**src/rtl/fifo_operand_reader.sv**
```systemverilog
// fifo_operand_reader: drains the async FIFO read side into (op_a, op_b) pairs.
// Optional odd-word flush input enabled by defining FIFO_OPERAND_FLUSH_EN.
`timescale 1ns/1ps
module fifo_operand_reader #(
  parameter int DATA_LEN      = 16,
  parameter int SKID_DEPTH    = 4,
  parameter int SKID_ADDR_LEN = 2
) (
  input  logic                     clk,
  input  logic                     reset,
  input  logic [DATA_LEN-1:0]      fifo_data_out,
  input  logic                     fifo_rd_empty,
  output logic                     fifo_rd_en,
`ifdef FIFO_OPERAND_FLUSH_EN
  input  logic                     flush,
`endif
  output logic [DATA_LEN-1:0]      op_a,
  output logic [DATA_LEN-1:0]      op_b,
  output logic                     op_valid,
  input  logic                     op_ready,
  output logic [SKID_ADDR_LEN:0]   words_buffered
);

  localparam int CW = SKID_ADDR_LEN + 1;

  logic [DATA_LEN-1:0]      r_skid [SKID_DEPTH];
  logic [SKID_ADDR_LEN-1:0] r_wr_ptr;
  logic [SKID_ADDR_LEN-1:0] r_rd_ptr;
  logic [CW-1:0]            r_count;
  logic                     r_inflight;

  logic [CW:0]              w_occupied;
  logic                     w_room;
  logic                     w_slot_free;
  logic                     w_pair_ld;
  logic                     w_flush_ld;
  logic [SKID_ADDR_LEN-1:0] w_rd_ptr_p1;
  logic [CW-1:0]            w_count_nxt;

  // Words held plus the one still coming back from the FIFO.
  assign w_occupied  = {1'b0, r_count} + {{CW{1'b0}}, r_inflight};
  assign w_room      = w_occupied < (CW+1)'(SKID_DEPTH);
  assign fifo_rd_en  = ~fifo_rd_empty & ~reset & w_room;

  assign w_slot_free = ~op_valid | op_ready;
  assign w_pair_ld   = (r_count >= CW'(2)) & w_slot_free;
  assign w_rd_ptr_p1 = r_rd_ptr + SKID_ADDR_LEN'(1);

`ifdef FIFO_OPERAND_FLUSH_EN
  // A lone word may leave with a zero partner once nothing is in flight.
  assign w_flush_ld  = flush & (r_count == CW'(1)) & ~r_inflight
                     & w_slot_free;
`else
  assign w_flush_ld  = 1'b0;
`endif

  assign words_buffered = r_count;

  // Occupancy after this cycle's capture and pair/flush removal.
  always_comb begin
    w_count_nxt = r_count;
    if (r_inflight) w_count_nxt = w_count_nxt + CW'(1);
    if (w_pair_ld)
      w_count_nxt = w_count_nxt - CW'(2);
    else if (w_flush_ld)
      w_count_nxt = w_count_nxt - CW'(1);
  end

  // Skid bookkeeping: pointers, count and the in-flight read flag.
  always_ff @(posedge clk or posedge reset) begin
    if (reset) begin
      r_wr_ptr   <= '0;
      r_rd_ptr   <= '0;
      r_count    <= '0;
      r_inflight <= 1'b0;
    end else begin
      r_inflight <= fifo_rd_en;
      r_count    <= w_count_nxt;
      if (r_inflight)
        r_wr_ptr <= r_wr_ptr + SKID_ADDR_LEN'(1);
      if (w_pair_ld)
        r_rd_ptr <= r_rd_ptr + SKID_ADDR_LEN'(2);
      else if (w_flush_ld)
        r_rd_ptr <= w_rd_ptr_p1;
    end
  end

  // Capture FIFO data only in the cycle after an accepted read.
  always_ff @(posedge clk or posedge reset) begin
    if (reset) begin
      for (int i = 0; i < SKID_DEPTH; i++)
        r_skid[i] <= '0;
    end else if (r_inflight) begin
      r_skid[r_wr_ptr] <= fifo_data_out;
    end
  end

  // Operand register: load a pair, flush a lone word, or drain.
  always_ff @(posedge clk or posedge reset) begin
    if (reset) begin
      op_a     <= '0;
      op_b     <= '0;
      op_valid <= 1'b0;
    end else if (w_pair_ld) begin
      op_a     <= r_skid[r_rd_ptr];
      op_b     <= r_skid[w_rd_ptr_p1];
      op_valid <= 1'b1;
    end else if (w_flush_ld) begin
      op_a     <= r_skid[r_rd_ptr];
      op_b     <= '0;
      op_valid <= 1'b1;
    end else if (op_valid & op_ready) begin
      op_valid <= 1'b0;
    end
  end

endmodule

```
**config.mk**
```make
export PLATFORM = sky130hd
export DESIGN_NAME = fifo_operand_reader
export DESIGN_NICKNAME = d
export VERILOG_FILES = /design/src/rtl/fifo_operand_reader.sv
export SDC_FILE = /design/constraint.sdc
export NUM_CORES = 1
export LEC_CHECK = 0
export ABC_AREA = 1
export BUFFER_PORTS_ARGS = -buffer_cell sky130_fd_sc_hd__buf_2
export CAP_MARGIN = 20
export CORE_MARGIN = 4
export CORE_UTILIZATION = 40
export DETAILED_ROUTE_END_ITERATION = 16
export SETUP_SLACK_MARGIN = 0.05
export SLEW_MARGIN = 20
export SYNTH_ARGS = -nofsm -noshare
export SYNTH_HDL_FRONTEND = slang
export SYNTH_SLANG_ARGS = --single-unit
```
**constraint.sdc**
```tcl
create_clock -name clk -period 9.4 [get_ports clk]
set_clock_uncertainty 0.2 [all_clocks]
set_input_delay 0.47 -clock clk [delete_from_list [all_inputs] [get_ports clk]]
set_output_delay 0.47 -clock clk [all_outputs]
set_load 0.05 [all_outputs]
```
; ---- Yosys cells after proc, flatten, opt, wreduce, memory -nomap -nowiden
; Index checks and enable logic that the tools add are counted.
[totals]
reg_bits = 105
input_bits = 20
out_inout_bits = 37
elab_cells = 49
[classes]
addsub = 6
order_cmp = 6
muxes = 13
bitwise_logic = 11
n_reduce_logical = 2
[op_table]
columns = op, count
row1 = $mux W16, 5
row2 = $bmux W16 S2, 2
row3 = $bwmux W64, 1
row4 = $demux W16 S2, 1
row5 = $ge A3 B3 Y1 const B, 3
row6 = $not A2 Y3, 3
row7 = $mux W3, 2
row8 = $add A2 B1 Y2 const B, 2
row9 = $add A3 B1 Y4, 1
row10 = $and A1 B1 Y1, 4
row11 = $lt A4 B3 Y1 const B, 1
row12 = $add A3 B1 Y3 const B, 1
row13 = $ge A3 B2 Y1 const B, 1
row14 = $lt A3 B1 Y1 const B, 1
row15 = $not A1 Y1, 3
row16 = $sub A3 B2 Y3 const B, 1
row17 = $add A2 B2 Y2 const B, 1
row18 = $mux W1, 2
row19 = $reduce_bool A2 Y1, 1
row20 = $logic_and A1 B1 Y1, 1
row21 = $or A1 B1 Y1, 1

; ---- Logic depth before layout (Yosys ltp)
; Gate-level depths: netlist of run 1.
[depth]
word_depth = 6
depth_mapped = 9
ltp_nobuf = 8

; ---- Least setup slack after synthesis of run 1
; OpenSTA, ideal clock, no wires.
[synth_timing]
path_type = reg-to-output
startpoint = reg r_count[1], in the netlist words_buffered[1]
endpoint = out fifo_rd_en
arrival_ps = 1917
slack_ps = 6813
path_stages_with_launch = 4
n_path_buf = 0
path_cell_list = dfrtp_1 inv_1 o21ai_0 nor3_1
[synth_via]
elab_chain_cells = 3
[synth_lines]
columns = element, line
row1 = start: declaration, 29  ; logic [CW-1:0] r_count;
row2 = start signal: assignment, 78  ; r_count <= w_count_nxt;
row3 = $add A3 B1 Y4, 41  ; assign w_occupied = {1'b0, r_count} + {{CW{1'b0}}, r_inflight};
row4 = $lt A4 B3 Y1, 42  ; assign w_room = w_occupied < (CW+1)'(SKID_DEPTH);
row5 = $and A1 B1 Y1, 43  ; assign fifo_rd_en = ~fifo_rd_empty & ~reset & w_room;
row6 = end: declaration, 13  ; output logic fifo_rd_en,
; No other way between the ends.

; ---- Final worst setup path of run 1
[layout_timing]
startpoint = reg r_rd_ptr[1]
endpoint = reg op_a[4]
[layout_via]
elab_chain_cells = 4
[layout_lines]
columns = element, line
row1 = start: declaration, 28  ; logic [SKID_ADDR_LEN-1:0] r_rd_ptr;
row2 = start signal: assignment, 82  ; r_rd_ptr <= r_rd_ptr + SKID_ADDR_LEN'(2);
row3 = start signal: assignment, 84  ; r_rd_ptr <= w_rd_ptr_p1;
row4 = $not A2 Y3, --
row5 = $bmux W16 S2, --
row6 = $mux W16 (implied by the code) (2 in series), 105  ; op_a <= r_skid[r_rd_ptr];
row7 = end signal: assignment, 105
row8 = end signal: assignment, 109  ; op_a <= r_skid[r_rd_ptr];
row9 = end: declaration, 17  ; output logic [DATA_LEN-1:0] op_a,
; No other way between the ends. The select of a mux whose other input is x is not followed.
; A chain may end at the register's enable or synchronous reset.

==> impl_metrics.toml, run 1 <==
[routing]
remaining_drc_errors = 0
vias_per_cell = 4.80
wirelength_um = 8360
num_vias = 3041
first_iter_violations = 151
post_drt_wl_per_cell_um = 13.2
drt_pass1_iterations = 4
postRouteAntennaNets = 0

[placement]
routabilityCongestion = 0.717
dp_hpwl_um = 5330
port_buffers = 56
dp_slack_ns = 6.82

[clocking]
cts-root-buf = "clkbuf_8"
clockBufferDepth = 2
cts_made_buffers = 9
clk_latency_ns = 0.35
ctsResizeCount = 0
cts_setup_buffers = 0
tritoncts = "built"
cts_sinks = 104
cts_max_level = 3
cts.clk_slew.worst_paths_ns = 0.09
cts_hold_buffers = 0

[finish]
final_common_cell = "nand2_1"
num-nets-final = 518
layout_common_cells = "112 x nand2_1, 104 x dfrtp_1, 100 x o21ai_0"
antenna_cells = 0
utilization = 0.463
n_fill_cell = 1042
syn_to_final_growth_pct = 11.8
drive_gt1_frac = 0.231

[timing]
hold_viol_final = 1
layout_min_cycle_time_ns = 2.55
relSlewSlack = 0.334
tns_ns = 0
rsz0062_at_grt = "no"
tightest_slew_ns = 0.998
timing.final.ws_setup_ns = 6.85
finalMaxSlewViolations = 0
fin_crit_sh = 0.271
setup-violations-final = 0
max_freq_mhz = 393
hold_slack_ns = -0.000368

[die]
num_rows = 37
ios = 57
die_h_um = 112
core_area_um2 = 10400
dieArea_um2 = 12500
start_util = 0.414
die_w_um = 112

[worst_setup_path]
cp.buffers_inverters = 1
slowest_stage = "dfrtp_1"
arrival_ns = 2.56
crit_chain = "inv_1, o21ai_0, o21ai_1"
worstPathMaxFanout = 33
slowest_delay_ns = 0.95
crit_type = "reg -> reg"
path_delay_family = "flip-flops"
end_kind = "flop"
cp-start-kind = "flop"
worstPathRequired_ns = 9.41

[synth]
yosys.area_share.simple = 0.156
synth_cell_types = 21
seq_area_frac_synth = 0.603
synth_nets = 476
ys_seq_elements = 104
synth_top_family_by_area = "compound AO/OA/AOI/OAI gates"
muxShareOfSynthArea = 0
synth_compound_area_frac = 0.157
yosysTopAreaCellShare = 0.603
avgSynthCellArea_um2 = 9.59
yosys-top-cells-area = "dfrtp_1 60%, o21ai_0 12%, nand2_1 9.8%, or2_2 4.5%, o21ai_1 2.9%"
netlist_area_um2 = 4310
synth_cells = 450
synth_xor_area_frac = 0.00609
yosysWarnings = 0
synthAdderAreaFrac = 0.0174
synth_area_leader_cell = "dfrtp_1"

[outcome]
status = "finished with violations"
violations = "hold timing"

[global_routing]
grtUsageTotal = 0.143
grt_max_degree = 69
grt_pass1_vias = 3068
antenna_found_initial = 0
grt_pass1_wl_um = 14800
overflow = 0

[min_path]
hp-class = "in -> async"

[flow_run]
drv_cap = 0
==> final timing paths <==
kind | slack [ns] | cells past startpoint | from | endpoint
max reg2reg | 6.85 | 3 | r_rd_ptr[1] | op_a[4]
max | 6.85 | 3 | r_rd_ptr[1] | op_a[4]
max in group asynchronous | 7.87 | 3 | reset | r_skid[26]
min in group clk | 0.08 | 2 | fifo_rd_empty | r_inflight
min | -0.0004 | 2 | reset | words_buffered[0]
min reg2reg | 0.28 | 2 | r_skid[32] | r_skid[32]
==> synth_stat cells <==
library cell and n:
inv_1 26, o21ai_0 100, ha_1 6, nor2_2 1, o21ai_2 6, buf_4 2
buf_8 3, nor2_1 3, nand2_4 1, clkbuf_1 4, nor3_1 1, dfrtp_1 104
nand2_2 1, nand3_1 2, nand2_1 113, or2_2 31, clkbuf_2 5, or2_1 1
xor2_1 3, buf_2 12, o21ai_1 25
==> through the flow <==
| step | area (um2) | std cells |
|---|---|---|
| floorplan | 4310 | 450 |
| global placement | 4610 | 617 |
| detailed placement | 4610 | 617 |
| CTS | 4820 | 633 |
| global route | 4820 | 633 |
| finish | 4820 | 633 |
==> flip-flops by register name, summed over array words and instances (netlist names) <==
signal	cells
r_skid	64
words_buffered	3
r_rd_ptr	1
op_a	16
op_b	16
op_valid	1
r_wr_ptr	2
r_inflight	1
==> metal layers <==
| layer | share of wire | track usage | wire length (um) | vias up |
|---|---|---|---|---|
| met1 | 0.46 | 0.182 | 3870 | 1448 |
| met5 | 0 | 0 | 0 | - |
| li1 | - | - | - | 1538 |
| met3 | 0.034 | 0.0348 | 284 | 9 |
| met2 | 0.49 | 0.248 | 4130 | 46 |
| met4 | 0.0085 | 0.0300 | 71 | 0 |
==> logic make-up after synthesis <==
| kind of cell | after synthesis |
|---|---|
| AO/OA/AOI/OAI | 131 |
| XOR/XNOR | 3 |
| adder cells (fa/ha/maj) | 6 |
| buffers and inverters | 52 |
| flip-flops | 104 |
| AND/OR/NAND/NOR | 154 |
==> layout make-up <==
cell class | instances | area [um2] | share of cell area
inverter | 26 | 100 | 0.0208
timing repair buffer | 57 | 288 | 0.0597
clock buffer | 11 | 151 | 0.0314
clock inverter | 5 | 55.1 | 0.0114
multi-input combinational | 294 | 1460 | 0.302
sequential | 104 | 2600 | 0.540
tap | 136 | 170 | 0.0353
Power of run 1 is not shown: default switching activity piles up to over one toggle a cycle in this logic, so the estimate is an artifact.
==> run 2, diff against run 1 <==
==> constraint.sdc (replaced) <==
create_clock -name clk -period 2.6 [get_ports clk]
set_clock_uncertainty 0.2 [all_clocks]
set_input_delay 0.13 -clock clk [delete_from_list [all_inputs] [get_ports clk]]
set_output_delay 0.13 -clock clk [all_outputs]
set_load 0.05 [all_outputs]
==> run 2 against run 1 <==
  * The run now ends clean
  * Design area grew 6.5%
  * Cell count up 4.1%
  * Sequential share of layout area shrank 3.3 points
  * Critical path depth up 1
  * Worst hold slack better by 0.28 ns
  * Routed wire length increased by 4.1%
  * Count of clock-buffer cells in the layout shrank 1
  * First-iteration DRC count rose by 26%
  * Die area is the same
==> impl_metrics.toml, run 2 (synthesis results as in run 1) <==
[outcome]
status = "finished, final reports clean"

[placement]
dp_slack_ns = 0.799
routabilityCongestion = 0.733
dp_cells = 625
port_buffers = 56
dp_hpwl_um = 5560

[timing]
hold_viol_final = 0
setup-violations-final = 0
layout_min_cycle_time_ns = 1.88
max_freq_mhz = 533
timing.final.ws_setup_ns = 0.723
rsz0062_at_grt = "no"
finalMaxSlewViolations = 0
relSlewSlack = 0.628
tightest_slew_ns = 0.558
fin_crit_sh = 0.722
tns_ns = 0

[clocking]
tritoncts = "built"
cts_made_buffers = 9
cts-root-buf = "clkbuf_8"
cts_max_level = 3
cts_setup_buffers = 0
clk_latency_ns = 0.35
cts_sinks = 104
clockBufferDepth = 2
cts.clk_slew.worst_paths_ns = 0.09

[worst_setup_path]
worstPathMaxFanout = 14
crit_type = "reg -> out"
arrival_ns = 1.55
rr_startpoint = "r_inflight"
startpoint = "r_inflight"
end_kind = "output port"
cp-start-kind = "flop"
worstPathRequired_ns = 2.27

[pwr]
switchingPower_uw = 3210
p_comb_frac = 0.454
max-vdd-ir-drop_mv = 0.604
p_sw_frac = 0.436
power.density_nw_per_um2 = 1430
power_frac_clock = 0.153
seqPwrFrac = 0.392
p_int_uw = 4150
p_leak_uw = 0.00252

[finish]
final_cell_count_no_fill = 659
antenna_cells = 0
ff_latch_area_um2 = 2600
n_fill_cell = 1046
num-nets-final = 546
reg_top3 = "r_skid x64, op_a x16, op_b x16"
multiInputGateArea_um2 = 1450
syn_to_final_growth_pct = 19.1
largest_reg_flops = 64
regMostFlops = "r_skid"
layout_common_cells = "113 x nand2_1, 104 x dfrtp_1, 100 x o21ai_0"
final_common_cell = "nand2_1"
drive_gt1_frac = 0.228

[global_routing]
grtUsageTotal = 0.149
grt_pass1_wl_um = 15400
antenna_found_initial = 0
grt_max_degree = 105
overflow = 0
grt_pass1_vias = 3088

[routing]
remaining_drc_errors = 0
vias_per_cell = 4.74
num_vias = 3121
post_drt_wl_per_cell_um = 13.2
wirelength_um = 8700
drt_pass1_iterations = 4
first_iter_violations = 191
postRouteAntennaNets = 0

[die]
num_rows = 37
dieArea_um2 = 12500
ios = 57
core_area_um2 = 10400
start_util = 0.414
die_h_um = 112
die_w_um = 112

[min_path]
hp-class = "in -> async"

[flow_run]
drv_cap = 0
-- run 2: cell types whose count changed in the layout (fill, tap and decap cells not counted), sizes merged --
| cell | previous run | this run |
|---|---|---|
| clkinv | 2 | 1 |
| dlygate4sd3 | 0 | 20 |
| buf | 57 | 65 |
| clkinvlp | 2 | 1 |
| inv | 26 | 25 |
| clkbuf | 11 | 10 |
| bufinv | 1 | 3 |
-- run 2: path summary, 6_finish.rpt --
kind	to	depth (start not counted)	slack, ns
worst max register to register	r_skid[5]	4	0.78
worst max-delay path	fifo_rd_en	4	0.72
max in group asynchronous	r_skid[35]	4	1.49
worst min-delay path	r_inflight	4	0.28
min in group clk	r_skid[56]	2	0.28
worst min register to register	r_skid[56]	2	0.28
-- run 2: cell type report --
type / instances / share of cell area
Clock buffer: 10 / 0.0248
Clock inverter: 4 / 0.0185
Inverter: 26 / 0.0197
Multi-Input combinational cell: 294 / 0.283
Sequential cell: 104 / 0.507
Tap cell: 136 / 0.0331
Timing Repair Buffer: 85 / 0.114
-- run 2: layer usage --
| layer | vias up | routed length [um] | GRT usage |
|---|---|---|---|
| met1 | 1476 | 3890 | 0.194 |
| met4 | 0 | 34 | 0.0341 |
| met3 | 4 | 395 | 0.0332 |
| li1 | 1589 | - | - |
| met2 | 52 | 4390 | 0.256 |
| met5 | - | 0 | 0 |
-- run 2: what timing repair did --
action	in CTS	in global routing
hold endpoints to repair	170	0
resized for setup	0	0
setup endpoints to repair	0	0
hold buffers	20	0
-- run 2: power groups by stage --
stage / Sequential, uW / Combinational [uW] / Clock, uW
after floorplan: 3850 / 1720 / 0
after global placement: 2900 / 3320 / 0
after detailed placement: 2920 / 3390 / 0
after CTS: 2900 / 3420 / 1170
after global routing: 3020 / 3760 / 1230
final: 2890 / 3350 / 1130
-- run 2: stage by stage --
stage	power, uW	hold WS, ns	utilization	instance area, um2
after global routing	8010	0.312	0.493	5140
after CTS	7480	0.287	0.493	5140
final	7360	0.280	0.493	5140
after floorplan	5570	0.118	-	4320
after global placement	6220	0.105	0.452	4710
after detailed placement	6310	0.104	0.452	4710
-- run 2: worst max-delay path: stages (launching register included) --
cell,delay (ns)
dfrtp_1,0.55
nand2_1,0.11
o21ai_0,0.07
nor3_1,0.16
buf_2,0.30
Note: power is estimated with default switching activity, not from simulation.
==> run 3, diff against run 2 <==
--- a/config.mk
+++ b/config.mk
@@ -5,7 +5,7 @@
 export SDC_FILE = /design/constraint.sdc
 export NUM_CORES = 1
 export LEC_CHECK = 0
-export ABC_AREA = 1
+export ABC_AREA = 0
 export BUFFER_PORTS_ARGS = -buffer_cell sky130_fd_sc_hd__buf_2
 export CAP_MARGIN = 20
 export CORE_MARGIN = 4
==> constraint.sdc (replaced) <==
create_clock -name clk -period 1.9 [get_ports clk]
set_clock_uncertainty 0.2 [all_clocks]
set_input_delay 0.095 -clock clk [delete_from_list [all_inputs] [get_ports clk]]
set_output_delay 0.095 -clock clk [all_outputs]
set_load 0.05 [all_outputs]
==> run 3 against run 2 <==
  * Area after synthesis increased by 0.17%
  * Count of clock-buffer cells in the layout grew 2
  * Cell count decreased by 19%
  * Die area increased by 0.16%
  * Synthesized cell count is 30% lower
  * Critical path type is now reg -> reg
  * Largest power group unchanged
==> impl_metrics.toml, run 3 <==
[global_routing]
antenna_found_initial = 0
grt_pass1_wl_um = 13900
met1_usage = 0.173
grt_max_degree = 105
use_met3 = 0.0332
top_usage_layer = "met2"
grt_pass1_vias = 2825
grtUsageTotal = 0.137
met2_usage = 0.230
overflow = 0

[worst_setup_path]
slowest_stage = "dlygate4sd3_1"
crit_type = "reg -> reg"
worstPathMaxFanout = 7
crit_chain = "and3_4, nor4_4, dlygate4sd3_1"
slowest_delay_ns = 0.59
worstPathRequired_ns = 1.99
arrival_ns = 1.86
cp-start-kind = "flop"
end_kind = "flop"

[finish]
syn_to_final_growth_pct = 21.2
num-nets-final = 422
largest_reg_flops = 64
fin_area_um2 = 5240
final_cell_count_no_fill = 537
utilization = 0.503
reg_top3 = "r_skid x64, op_a x16, op_b x16"
layout_common_cells = "100 x dfrtp_1, 55 x buf_2, 54 x mux2_2"
regMostFlops = "r_skid"
antenna_cells = 0
final_common_cell = "dfrtp_1"
drive_gt1_frac = 0.399

[timing]
fin_crit_sh = 0.932
tns_ns = 0
tightest_slew_ns = 0.563
max_freq_mhz = 565
relSlewSlack = 0.625
rsz0062_at_grt = "no"
setup-violations-final = 0
finalMaxSlewViolations = 0
hold_viol_final = 0
layout_min_cycle_time_ns = 1.77

[routing]
num_vias = 2613
drt_pass1_iterations = 4
first_iter_violations = 85
post_drt_wl_per_cell_um = 14.8
postRouteAntennaNets = 0
remaining_drc_errors = 0
vias_per_cell = 4.87
wirelength_um = 7960

[synth]
avgSynthCellArea_um2 = 13.8
netlist_area_um2 = 4320
synth_area_leader_cell = "dfrtp_1"
async_flop_share = 1.00
synthFlopType = "dfrtp_1"
ys_top_cells_by_count = "104 x dfrtp_1, 54 x mux2_2, 33 x mux2i_1"
yosysWarnings = 0
ys_seq_elements = 104
yosysTopAreaCellShare = 0.602
synth_most_common_cell = "dfrtp_1"
seq_area_frac_synth = 0.602
yosys-top-cells-area = "dfrtp_1 60%, mux2_2 14%, mux2i_1 7.6%, a21oi_1 3.7%, mux2_4 3.5%"
synth_cell_types = 25
synth_nets = 340
synth_edf_count = 0
synth_cells = 314

[outcome]
status = "finished, final reports clean"

[clocking]
clockBufferDepth = 2
cts_sinks = 104
cts_max_level = 3
tritoncts = "built"
cts_made_buffers = 9
clk_latency_ns = 0.35
cts.clk_slew.worst_paths_ns = 0.10
cts-root-buf = "clkbuf_8"

[placement]
port_buffers = 56
dp_cells = 500
routabilityCongestion = 0.694
dp_hpwl_um = 5210
post_dp_cell_area_um2 = 4800

[die]
ios = 57
start_util = 0.415
dieArea_um2 = 12500
die_h_um = 112
core_area_um2 = 10400
die_w_um = 112
num_rows = 37

[pwr]
p_leak_uw = 0.00240
power_uw = 9820
power.density_nw_per_um2 = 1880
max-vdd-ir-drop_mv = 0.915

[flow_run]
drv_cap = 0

[min_path]
hp-class = "in -> async"
-- run 3: repair_timing --
| item | CTS | global route |
|---|---|---|
| hold buffers | 20 | 0 |
| resized for setup | 2 | 2 |
| gates cloned | 0 | 0 |
| pin swaps | 0 | 2 |
| setup endpoints to repair | 1 | 1 |
| endpoints found under the hold margin | 170 | 0 |
| buffers inserted | 0 | 1 |
-- run 3: cell type report --
| cell class | count | area [um2] |
|---|---|---|
| Clock buffer | 12 | 165 |
| Tap cell | 136 | 170 |
| Clock inverter | 4 | 51.3 |
| Inverter | 6 | 26.3 |
| Multi-Input combinational cell | 188 | 1620 |
| Timing Repair Buffer | 87 | 594 |
| Fill cell | 909 | 5180 |
| Sequential cell | 104 | 2610 |
-- run 3: logic make-up after synthesis --
group           after synthesis  share of synthesized area
flops                       104                      0.602
xor+xnor                      5                     0.0101
fa+ha+maj                     6                     0.0174
mux                          97                      0.252
simple gates                 44                     0.0457
buf+inv                      22                     0.0289
compound gates               36                     0.0437
-- run 3: worst paths after layout --
check	start	end	slack (ns)	depth (start not counted)
max in group asynchronous	reset	r_inflight	0.78	4
min	reset	words_buffered[2]	0.27	4
max	words_buffered[1]	r_inflight	0.13	3
min reg2reg	r_skid[16]	r_skid[16]	0.31	1
max reg2reg	words_buffered[1]	r_inflight	0.13	3
min in group clk	r_skid[16]	r_skid[16]	0.31	1
-- run 3: critical path, delay by kind of cell, from the launching register on --
kind	cells	cell delay [ns]
AND/OR/NAND/NOR	2	0.45
flip-flops	1	0.47
buffers and inverters	1	0.59
-- run 3: per-layer routing --
layer | vias up | part of all wire
met4 | 0 | 0.018
li1 | 1246 | -
met5 | - | 0
met3 | 12 | 0.034
met2 | 49 | 0.50
met1 | 1306 | 0.45
-- run 3: per-stage QoR --
stage          setup slack [ns]  hold WS, ns
4_1_cts                  0.0631        0.287
2_1_floorplan             0.105       0.0183
5_1_grt                  0.0568        0.323
3_5_place_dp              0.209       0.0963
6_report                  0.130        0.270
3_3_place_gp              0.259       0.0895
-- run 3: power breakdown --
group	leakage, uW	switching (uW)	internal, uW
combinational	0.00110	2710	1720
sequential	0.00119	591	3350
clock	0.000109	728	718
total	0.00240	4030	5790
